--- src/rtl/uart_reporter_pkg.sv ---
// Shared types and constants for the UART result reporter and its byte serializer.
package uart_reporter_pkg;

  typedef enum logic [2:0] {
    StIdle,
    StFetch,
    StLatch,
    StSend,
    StWaitB,
    StDone
  } reporter_state_t;

  typedef enum logic [1:0] {
    TxIdle,
    TxStart,
    TxData,
    TxStop
  } uart_tx_state_t;

  localparam logic [7:0] UART_HDR0 = 8'hA5;
  localparam logic [7:0] UART_HDR1 = 8'h5A;

endpackage

--- src/rtl/uart_tx.sv ---
// 8N1 byte serializer; accepts a byte via valid/ready only while idle.
module uart_tx
  import uart_reporter_pkg::*;
#(
  parameter int unsigned CLKS_PER_BIT = 868
) (
  input  logic       clk,
  input  logic       rst,
  input  logic [7:0] tx_data,
  input  logic       tx_valid,
  output logic       tx_ready,
  output logic       tx_serial
);

  localparam int unsigned CntW = $clog2(CLKS_PER_BIT);

  uart_tx_state_t  state_q, state_d;
  logic [CntW-1:0] cnt_q, cnt_d;
  logic [2:0]      bit_q, bit_d;
  logic [7:0]      shift_q, shift_d;
  logic            line_q, line_d;
  logic            baud_end;

  assign baud_end  = (cnt_q == CntW'(CLKS_PER_BIT - 1));
  assign tx_ready  = (state_q == TxIdle);
  assign tx_serial = line_q;

  always_comb begin
    state_d = state_q;
    cnt_d   = cnt_q;
    bit_d   = bit_q;
    shift_d = shift_q;
    unique case (state_q)
      TxIdle: begin
        if (tx_valid) begin
          shift_d = tx_data;
          cnt_d   = '0;
          bit_d   = '0;
          state_d = TxStart;
        end
      end
      TxStart: begin
        cnt_d = baud_end ? '0 : cnt_q + 1'b1;
        if (baud_end) state_d = TxData;
      end
      TxData: begin
        cnt_d = baud_end ? '0 : cnt_q + 1'b1;
        if (baud_end) begin
          shift_d = shift_q >> 1;
          if (bit_q == 3'd7) state_d = TxStop;
          else               bit_d   = bit_q + 3'd1;
        end
      end
      TxStop: begin
        cnt_d = baud_end ? '0 : cnt_q + 1'b1;
        if (baud_end) state_d = TxIdle;
      end
      default: state_d = TxIdle;
    endcase
    // Line is registered from the current state, so every bit is delayed uniformly by one cycle.
    line_d = 1'b1;
    if (state_q == TxStart)     line_d = 1'b0;
    else if (state_q == TxData) line_d = shift_q[0];
  end

  always_ff @(posedge clk or posedge rst) begin
    if (rst) begin
      state_q <= TxIdle;
      cnt_q   <= '0;
      bit_q   <= '0;
      shift_q <= '0;
      line_q  <= 1'b1;
    end else begin
      state_q <= state_d;
      cnt_q   <= cnt_d;
      bit_q   <= bit_d;
      shift_q <= shift_d;
      line_q  <= line_d;
    end
  end

endmodule

--- src/rtl/uart_reporter.sv ---
// Dumps NUM_WORDS 32-bit words over UART, little-endian, address 0 upward.
// Define UART_REPORT_HEADER_EN to prefix each dump with A5 5A NUM_WORDS[7:0].
module uart_reporter
  import uart_reporter_pkg::*;
#(
  parameter int unsigned CLKS_PER_BIT = 868,
  parameter int unsigned NUM_WORDS    = 32,
  parameter int unsigned ADDR_W       = 5
) (
  input  logic              clk,
  input  logic              rst,
  input  logic              dump_start,
  output logic [ADDR_W-1:0] rd_addr,
  input  logic [31:0]       rd_data,
  output logic              tx_serial,
  output logic              busy,
  output logic              done
);

  localparam logic [ADDR_W-1:0] LastAddr = ADDR_W'(NUM_WORDS - 1);

  reporter_state_t   state_q, state_d;
  logic [ADDR_W-1:0] addr_q, addr_d;
  logic [31:0]       word_q, word_d;
  logic [1:0]        idx_q, idx_d;
  logic              busy_q, busy_d;
  logic              tx_valid, tx_ready;
  logic [7:0]        tx_data;
`ifdef UART_REPORT_HEADER_EN
  localparam logic [7:0] NumWordsByte = 8'(NUM_WORDS);
  logic hdr_q, hdr_d;
`endif

  assign rd_addr = addr_q;
  assign busy    = busy_q;
  assign done    = (state_q == StDone);

  always_comb begin
    state_d  = state_q;
    addr_d   = addr_q;
    word_d   = word_q;
    idx_d    = idx_q;
    busy_d   = busy_q;
    tx_valid = 1'b0;
    tx_data  = word_q[7:0];
`ifdef UART_REPORT_HEADER_EN
    hdr_d = hdr_q;
    if (hdr_q) begin
      unique case (idx_q)
        2'd0:    tx_data = UART_HDR0;
        2'd1:    tx_data = UART_HDR1;
        default: tx_data = NumWordsByte;
      endcase
    end
`endif
    unique case (state_q)
      StIdle: begin
        if (dump_start) begin
          busy_d  = 1'b1;
          state_d = StFetch;
`ifdef UART_REPORT_HEADER_EN
          hdr_d = 1'b1;
`endif
        end
      end
      StFetch: state_d = StLatch;
      StLatch: begin
        word_d  = rd_data;
        idx_d   = '0;
        state_d = StSend;
      end
      StSend: begin
        tx_valid = 1'b1;
        if (tx_ready) state_d = StWaitB;
      end
      StWaitB: begin
        if (tx_ready) begin
`ifdef UART_REPORT_HEADER_EN
          // Word 0 is already latched, so the header drains straight into its first byte.
          if (hdr_q) begin
            state_d = StSend;
            if (idx_q == 2'd2) begin
              hdr_d = 1'b0;
              idx_d = '0;
            end else begin
              idx_d = idx_q + 2'd1;
            end
          end else
`endif
          if (idx_q != 2'd3) begin
            idx_d   = idx_q + 2'd1;
            word_d  = word_q >> 8;
            state_d = StSend;
          end else if (addr_q != LastAddr) begin
            addr_d  = addr_q + 1'b1;
            state_d = StFetch;
          end else begin
            state_d = StDone;
          end
        end
      end
      StDone: begin
        busy_d  = 1'b0;
        addr_d  = '0;
        state_d = StIdle;
      end
      default: state_d = StIdle;
    endcase
  end

  always_ff @(posedge clk or posedge rst) begin
    if (rst) begin
      state_q <= StIdle;
      addr_q  <= '0;
      word_q  <= '0;
      idx_q   <= '0;
      busy_q  <= 1'b0;
`ifdef UART_REPORT_HEADER_EN
      hdr_q <= 1'b0;
`endif
    end else begin
      state_q <= state_d;
      addr_q  <= addr_d;
      word_q  <= word_d;
      idx_q   <= idx_d;
      busy_q  <= busy_d;
`ifdef UART_REPORT_HEADER_EN
      hdr_q <= hdr_d;
`endif
    end
  end

  uart_tx #(
    .CLKS_PER_BIT(CLKS_PER_BIT)
  ) u_uart_tx (
    .clk      (clk),
    .rst      (rst),
    .tx_data  (tx_data),
    .tx_valid (tx_valid),
    .tx_ready (tx_ready),
    .tx_serial(tx_serial)
  );

endmodule

--- config.mk ---
export PLATFORM = sky130hd
export DESIGN_NAME = uart_reporter
export DESIGN_NICKNAME = d
export VERILOG_FILES = /design/src/rtl/uart_reporter_pkg.sv /design/src/rtl/uart_tx.sv /design/src/rtl/uart_reporter.sv
export SDC_FILE = /design/constraint.sdc
export NUM_CORES = 1
export LEC_CHECK = 0
export BUFFER_PORTS_ARGS = -buffer_cell sky130_fd_sc_hd__buf_2
export CAP_MARGIN = 30
export CELL_PAD_IN_SITES_DETAIL_PLACEMENT = 1
export CELL_PAD_IN_SITES_GLOBAL_PLACEMENT = 2
export CORE_ASPECT_RATIO = 1.2
export CORE_UTILIZATION = 37
export CTS_BUF_LIST = sky130_fd_sc_hd__clkbuf_8 sky130_fd_sc_hd__clkbuf_16
export DETAILED_ROUTE_END_ITERATION = 16
export PLACE_DENSITY = 0.78
export SLEW_MARGIN = 0
export SYNTH_ARGS = -nofsm -noshare
export SYNTH_HDL_FRONTEND = slang
export SYNTH_SLANG_ARGS = --single-unit
--- constraint.sdc ---
create_clock -name clk -period 3.4 [get_ports clk]
set_clock_uncertainty 0.2 [all_clocks]
set_input_delay 0.85 -clock clk [delete_from_list [all_inputs] [get_ports clk]]
set_output_delay 0.85 -clock clk [all_outputs]
set_load 0.01 [all_outputs]
==> flow_summary.yaml, run 1 <==
yosys:
  synth-warning-count: 0
  syn_area_um2: 3320
  syn-num-nets: 362
  yosysSeqAreaShare_pct: 50.5
  yosys_register_bits: 67
  syn_inst: 317
  ys_types: 50
  synth-async-reset-ratio_pct: 100
  synth_ff_type: "dfrtp_1"
  syn_area_per_cell_um2: 10.5
  synth_edf_count: 0
drt:
  routedWlPerCell_um: 14.3
  drtAntennaViolNets: 0
  wl_met3_um: 197
  first_iter_violations: 110
  drt-vias-per-instance: 5.11
  dr_wl_met2_um: 3280
  highest_layer: "met4"
  vias: 2429
  first_pass_iters: 4
  drt-total-wl_um: 6800
  wl_met1_um: 3200
  drc: 0
floorplan:
  start_util_pct: 38.4
  chipHeight_um: 106
  fp.dieArea_um2: 9370
  io_pins: 43
  dieWidth_um: 88.5
  rows: 37
  core_um2: 8660
setup_path:
  setup.worst_path.end: "done"
  crit_start: "state_q[2]$_DFFE_PP0P_"
  critPathSlowestCell: "dfrtp_1"
  worst-setup-path-type: "flip-flop to output port"
  required_ns: 2.35
  crit_chain: "nor2b_1, nand2_1, inv_1, buf_2"
  worstRegToRegCells: 5
  reg2reg_slack_ns: 0.84
  worst_setup_path_start_kind: "flip-flop"
  r2r_start: "u_uart_tx.state_q[0]$_DFFE_PP0P_"
  crit_path_end_kind: "output port"
  arrival_ns: 1.60
  r2r_end: "u_uart_tx.shift_q[2]$_DFFE_PP0P_"
  path_max_fanout: 8
  slowest_delay_ns: 0.48
clock_tree:
  ctsResizeCount: 0
  worst_skew_pair.late_latency_ns: 0.34
  clk_pin_slew_ns: 0.07
  cts_buffers: 9
  clock-sinks: 67
  cts_tree: "yes"
  ctsHoldBuffers: 0
  cts_setup_buffers: 0
  h-tree-depth: 3
  cts_root_buffer: "clkbuf_8"
  cts_max_path_buffers: 2
layout:
  final.fill_count: 1004
  antenna_cells: 0
  finalNetCount: 398
  regArea_um2: 1680
  drive_gt1_share_pct: 20.1
  fin_cells: 475
  mostFrequentLayoutCells: "66 x dfrtp_1, 46 x o21ai_0, 44 x nand2_1"
  multi_input_area_um2: 1500
  layout_commonest_cell: "dfrtp_1"
  syn_to_final_growth_pct: 14.8
grt:
  grt.overflow.total: 0
  grt_pass1_vias: 2529
  grt_pass1_wl_um: 12000
  antenna_found_initial: 0
  groute.usage.overall_pct: 16.4
  grt_max_degree: 68
pwr:
  p_leak_nw: 1.70
  powerDensity_nw_per_um2: 419
  ir_drop_v: 0.000195
  finalPower_w: 0.00160
place:
  place.port_buffers: 42
  routabilityCongestion: 0.720
  dp.cells: 459
  hpwlAfterDp_um: 4570
sta:
  relSlewSlack_pct: 51.0
  setup_violations: 0
  hold-worst-slack_ns: 0.279
  min_period_ns: 2.65
  min_period_over_period_pct: 77.8
  worst_pin_slew_ns: 0.731
  grt_setup_unrepaired: "no"
  hold_viol_final: 0
  final_max_slew_viol_count: 0
  fin_tns_setup_ns: 0
  fmax_mhz: 378
outcome:
  status: "finished clean"
hold_path:
  worstHoldStart: "word_q[18]$_DFFE_PP0P_"
  hold_path.class: "flip-flop to flip-flop"
flow_run:
  drv_cap: 0
## worst min path at each step
stage / to / slack [ns] / cells past startpoint
5_1_grt: word_q[10]$_DFFE_PP0P_ / 0.31 / 2
3_5_place_dp: word_q[12]$_DFFE_PP0P_ / 0.27 / 2
6_report: word_q[18]$_DFFE_PP0P_ / 0.28 / 2
4_1_cts: word_q[18]$_DFFE_PP0P_ / 0.29 / 2
3_3_place_gp: word_q[20]$_DFFE_PP0P_ / 0.26 / 2
2_1_floorplan: word_q[0]$_DFFE_PP0P_ / 0.25 / 2
## cell type report
cell class,instances,share of cell area [%]
inverters,8,0.787
repair buffers,45,6.43
clock buffers,12,4.33
flip-flops and latches,67,44.0
well taps,117,3.84
clock inverters,4,1.25
multi-input cells,222,39.4
## logic make-up (layout without fill, tap and decap cells)
family	Yosys count	in the layout	synth area share [%]
muxes	35	35	10.7
and+or+nand+nor	85	85	12.9
AOI/OAI and AO/OA	87	87	16.6
DFF	67	67	50.5
xor gates and xnor gates	5	5	1.32
buffers and inverters	28	69	4.33
adders and majority gates	10	10	3.77
## sequential cells by signal (all words and copies together), names as in the netlist
signal,flops
u_uart_tx.shift_q,8
busy,1
u_uart_tx.bit_q,3
state_q,3
word_q,32
u_uart_tx.state_q,2
u_uart_tx.cnt_q,10
u_uart_tx.tx_serial,1
idx_q,2
rd_addr,5
## per-layer routing
metal	GRT usage [%]	vias to the layer above
li1	-	1200
met1	21.7	1184
met2	25.9	34
met3	3.21	11
met4	6.68	0
met5	0	-
## power by group
group / switching (W) / internal, W
Sequential: 0.0000129 / 0.000821
Combinational: 0.0000357 / 0.0000333
Clock: 0.000298 / 0.000396
## cell usage after synthesis (2+ instances only)
cell / n / area [µm²]
dfrtp_1: 66 / 1650
o21ai_0: 46 / 230
nand2_1: 44 / 165
mux2i_1: 32 / 320
a22o_1: 13 / 114
buf_2: 11 / 55.1
ha_1: 10 / 125
inv_1: 8 / 30.0
nor2_1: 8 / 30.0
a21oi_1: 6 / 30.0
nand3_1: 6 / 30.0
o21ai_1: 4 / 20.0
a31oi_1: 3 / 18.8
and2_1: 3 / 18.8
mux2_2: 3 / 33.8
nand3b_1: 3 / 22.5
nor2b_1: 3 / 18.8
nor3_1: 3 / 15.0
o211ai_1: 3 / 22.5
o22ai_1: 3 / 18.8
xor2_1: 3 / 26.3
buf_4: 2 / 15.0
buf_6: 2 / 22.5
clkbuf_1: 2 / 7.51
clkbuf_2: 2 / 10.0
nand4_1: 2 / 12.5
o21a_1: 2 / 15.0
xnor2_1: 2 / 17.5
## worst max-delay path: cells and delay by family, from the launching register on
family                 cells  cell delay [ns]
AND/OR/NAND/NOR            2             0.51
buffers and inverters      2             0.27
flip-flops                 1             0.48
## per-stage QoR
| step | setup slack (ns) | instance area, µm² | util, % |
|---|---|---|---|
| detailed placement | 0.832 | 3600 | 41.6 |
| finish | 0.755 | 3810 | 44.1 |
| floorplan | 0.668 | 3320 | - |
| CTS | 0.716 | 3810 | 44.1 |
| global placement | 0.928 | 3600 | 41.6 |
| global route | 0.601 | 3810 | 44.1 |
No activity file was read; power rests on OpenSTA's default activity.
==> inputs of run 2 (changes only) <==
Settings changed: ABC_AREA from default to 1, CORE_UTILIZATION 37 to 34, PLACE_DENSITY 0.78 to 0.79.
Clock period 3.4 ns to 2.54 ns, I/O delays scaled along.
==> run 2 against run 1 <==
- utilization down 2.0 points
- critical path depth unchanged
- synthesized area up 3.6%
- wire length up 18%
- sequential power up 110%
- die area up 12%
- non-clock buffer count up 2
- via count up 19%
- flip-flop and latch count unchanged
- clock power up 77%
- critical path type unchanged
- largest cell class unchanged
==> flow_summary.yaml, run 2 <==
outcome:
  status: "finished clean"
layout:
  finalNetCount: 533
  final.fill_count: 1217
  fin_cells: 615
  largest_reg_flops: 32
  drive_gt1_share_pct: 15.2
  mostFrequentLayoutCells: "161 x nand2_1, 66 x dfrtp_1, 51 x inv_1"
  layout_commonest_cell: "nand2_1"
  multi_input_area_um2: 1480
  syn_to_final_growth_pct: 18.1
  reg_top3: "word_q (32), u_uart_tx.cnt_q (10), u_uart_tx.shift_q (8)"
  regArea_um2: 1680
  regMostFlops: "word_q"
  antenna_cells: 0
sta:
  min_period_ns: 2.33
  relSlewSlack_pct: 49.4
  fin_tns_setup_ns: 0
  fmax_mhz: 429
  worst_pin_slew_ns: 0.758
  hold_viol_final: 0
  setup_violations: 0
  final_max_slew_viol_count: 0
  min_period_over_period_pct: 91.8
  grt_setup_unrepaired: "no"
setup_path:
  required_ns: 1.70
  path_max_fanout: 6
  worstRegToRegCells: 7
  crit_path_end_kind: "output port"
  worst-setup-path-type: "flip-flop to output port"
  arrival_ns: 1.50
  worst_setup_path_start_kind: "flip-flop"
  reg2reg_slack_ns: 0.34
floorplan:
  dieWidth_um: 93.9
  io_pins: 43
  start_util_pct: 35.6
  core_um2: 9660
  chipHeight_um: 112
  fp.dieArea_um2: 10500
  rows: 39
grt:
  grt.overflow.total: 0
  grt_max_degree: 68
  groute.usage.overall_pct: 17.4
  antenna_found_initial: 0
  grt_pass1_wl_um: 14400
  grt_pass1_vias: 3122
pwr:
  p_leak_nw: 2.16
  ir_drop_v: 0.000403
  powerDensity_nw_per_um2: 1200
clock_tree:
  cts_max_path_buffers: 2
  clk_pin_slew_ns: 0.05
  cts_setup_buffers: 0
  worst_skew_pair.late_latency_ns: 0.33
  clock-sinks: 67
  cts_buffers: 9
  ctsResizeCount: 0
  ctsHoldBuffers: 0
  cts_tree: "yes"
  h-tree-depth: 3
  cts_root_buffer: "clkbuf_16"
drt:
  drc: 0
  drt-total-wl_um: 7990
  routedWlPerCell_um: 13.0
  drt-vias-per-instance: 4.71
  first_iter_violations: 75
  first_pass_iters: 4
  drtAntennaViolNets: 0
  vias: 2896
yosys:
  syn_inst: 443
  synth_area_leaders: "dfrtp_1 48%, nand2_1 18%, o21ai_0 6.0%"
  syn-num-nets: 488
  synth_edf_count: 0
  synth_top_area_share_pct: 48.0
  syn_area_per_cell_um2: 7.77
  ys_types: 32
  synthTopCellsByCount: "161 x nand2_1, 66 x dfrtp_1, 50 x inv_1"
  yosysSeqAreaShare_pct: 48.7
  yosys_register_bits: 67
  synth_top_cell_by_area: "dfrtp_1"
  syn_area_um2: 3440
  synth-async-reset-ratio_pct: 100
  synth_ff_type: "dfrtp_1"
  synth-warning-count: 0
  yosysMostFrequentCell: "nand2_1"
place:
  place.port_buffers: 42
  routabilityCongestion: 0.782
  hpwlAfterDp_um: 5550
  dp.cells: 600
flow_run:
  drv_cap: 0
hold_path:
  hold_path.class: "primary input to async pin"
-- run 2: cell families (layout without fill, tap and decap cells) --
logic type | after synthesis | in the layout | synth area share, %
AND/OR/NAND/NOR | 216 | 216 | 25.8
adder cells (fa/ha/maj) | 10 | 10 | 3.64
buffers and inverters | 66 | 115 | 8.25
flip-flops | 67 | 67 | 48.7
XOR/XNOR | 4 | 4 | 1.02
AO/OA/AOI/OAI | 80 | 80 | 12.5
-- run 2: worst max-delay path: stages (launching register included) --
cell     delay (ns)
dfrtp_1        0.46
inv_1          0.13
nand2_1        0.07
nor2_1         0.31
buf_2          0.20
-- run 2: worst paths after layout --
kind	start	to
min reg2reg	word_q[27]$_DFFE_PP0P_	word_q[27]$_DFFE_PP0P_
min in group clk	word_q[27]$_DFFE_PP0P_	word_q[27]$_DFFE_PP0P_
min	rst	u_uart_tx.shift_q[1]$_DFFE_PP0P_
max in group asynchronous	rst	u_uart_tx.tx_serial$_DFF_PP1_
max	state_q[1]$_DFFE_PP0P_	done
max reg2reg	state_q[0]$_DFFE_PP0P_	word_q[6]$_DFFE_PP0P_
-- run 2: layout make-up --
type                       count  area share (%)
sequential                    67            41.3
clock inverter                 4            1.05
inverter                      53            4.89
tap                          123            3.78
timing repair buffer          47            6.40
multi-input combinational    310            36.4
clock buffer                  11            6.22
-- run 2: per-stage QoR --
stage	hold WS (ns)	worst slack [ns]	power [W]	utilization, %	cell area, µm²
detailed placement	0.264	0.323	0.00372	39.0	3770
CTS	0.198	0.187	0.00498	42.1	4070
floorplan	0.242	0.0235	0.00326	-	3440
finish	0.185	0.208	0.00490	42.1	4070
global route	0.218	0.0497	0.00539	42.1	4070
global placement	0.258	0.387	0.00363	39.0	3770
-- run 2: metal layers --
metal / wire length (µm) / track usage, % / part of all wire, %
met1: 3950 / 23.1 / 49
met2: 3700 / 27.9 / 46
met3: 186 / 2.51 / 2.3
met4: 157 / 7.79 / 2.0
met5: 0 / 0 / 0
-- run 2: report_power, final --
part	leakage [nW]	internal [W]	switching (W)	total [W]
Combinational	1.15	0.000636	0.00125	0.00189
Clock	0.154	0.000798	0.000436	0.00123
Sequential	0.850	0.00152	0.000247	0.00177
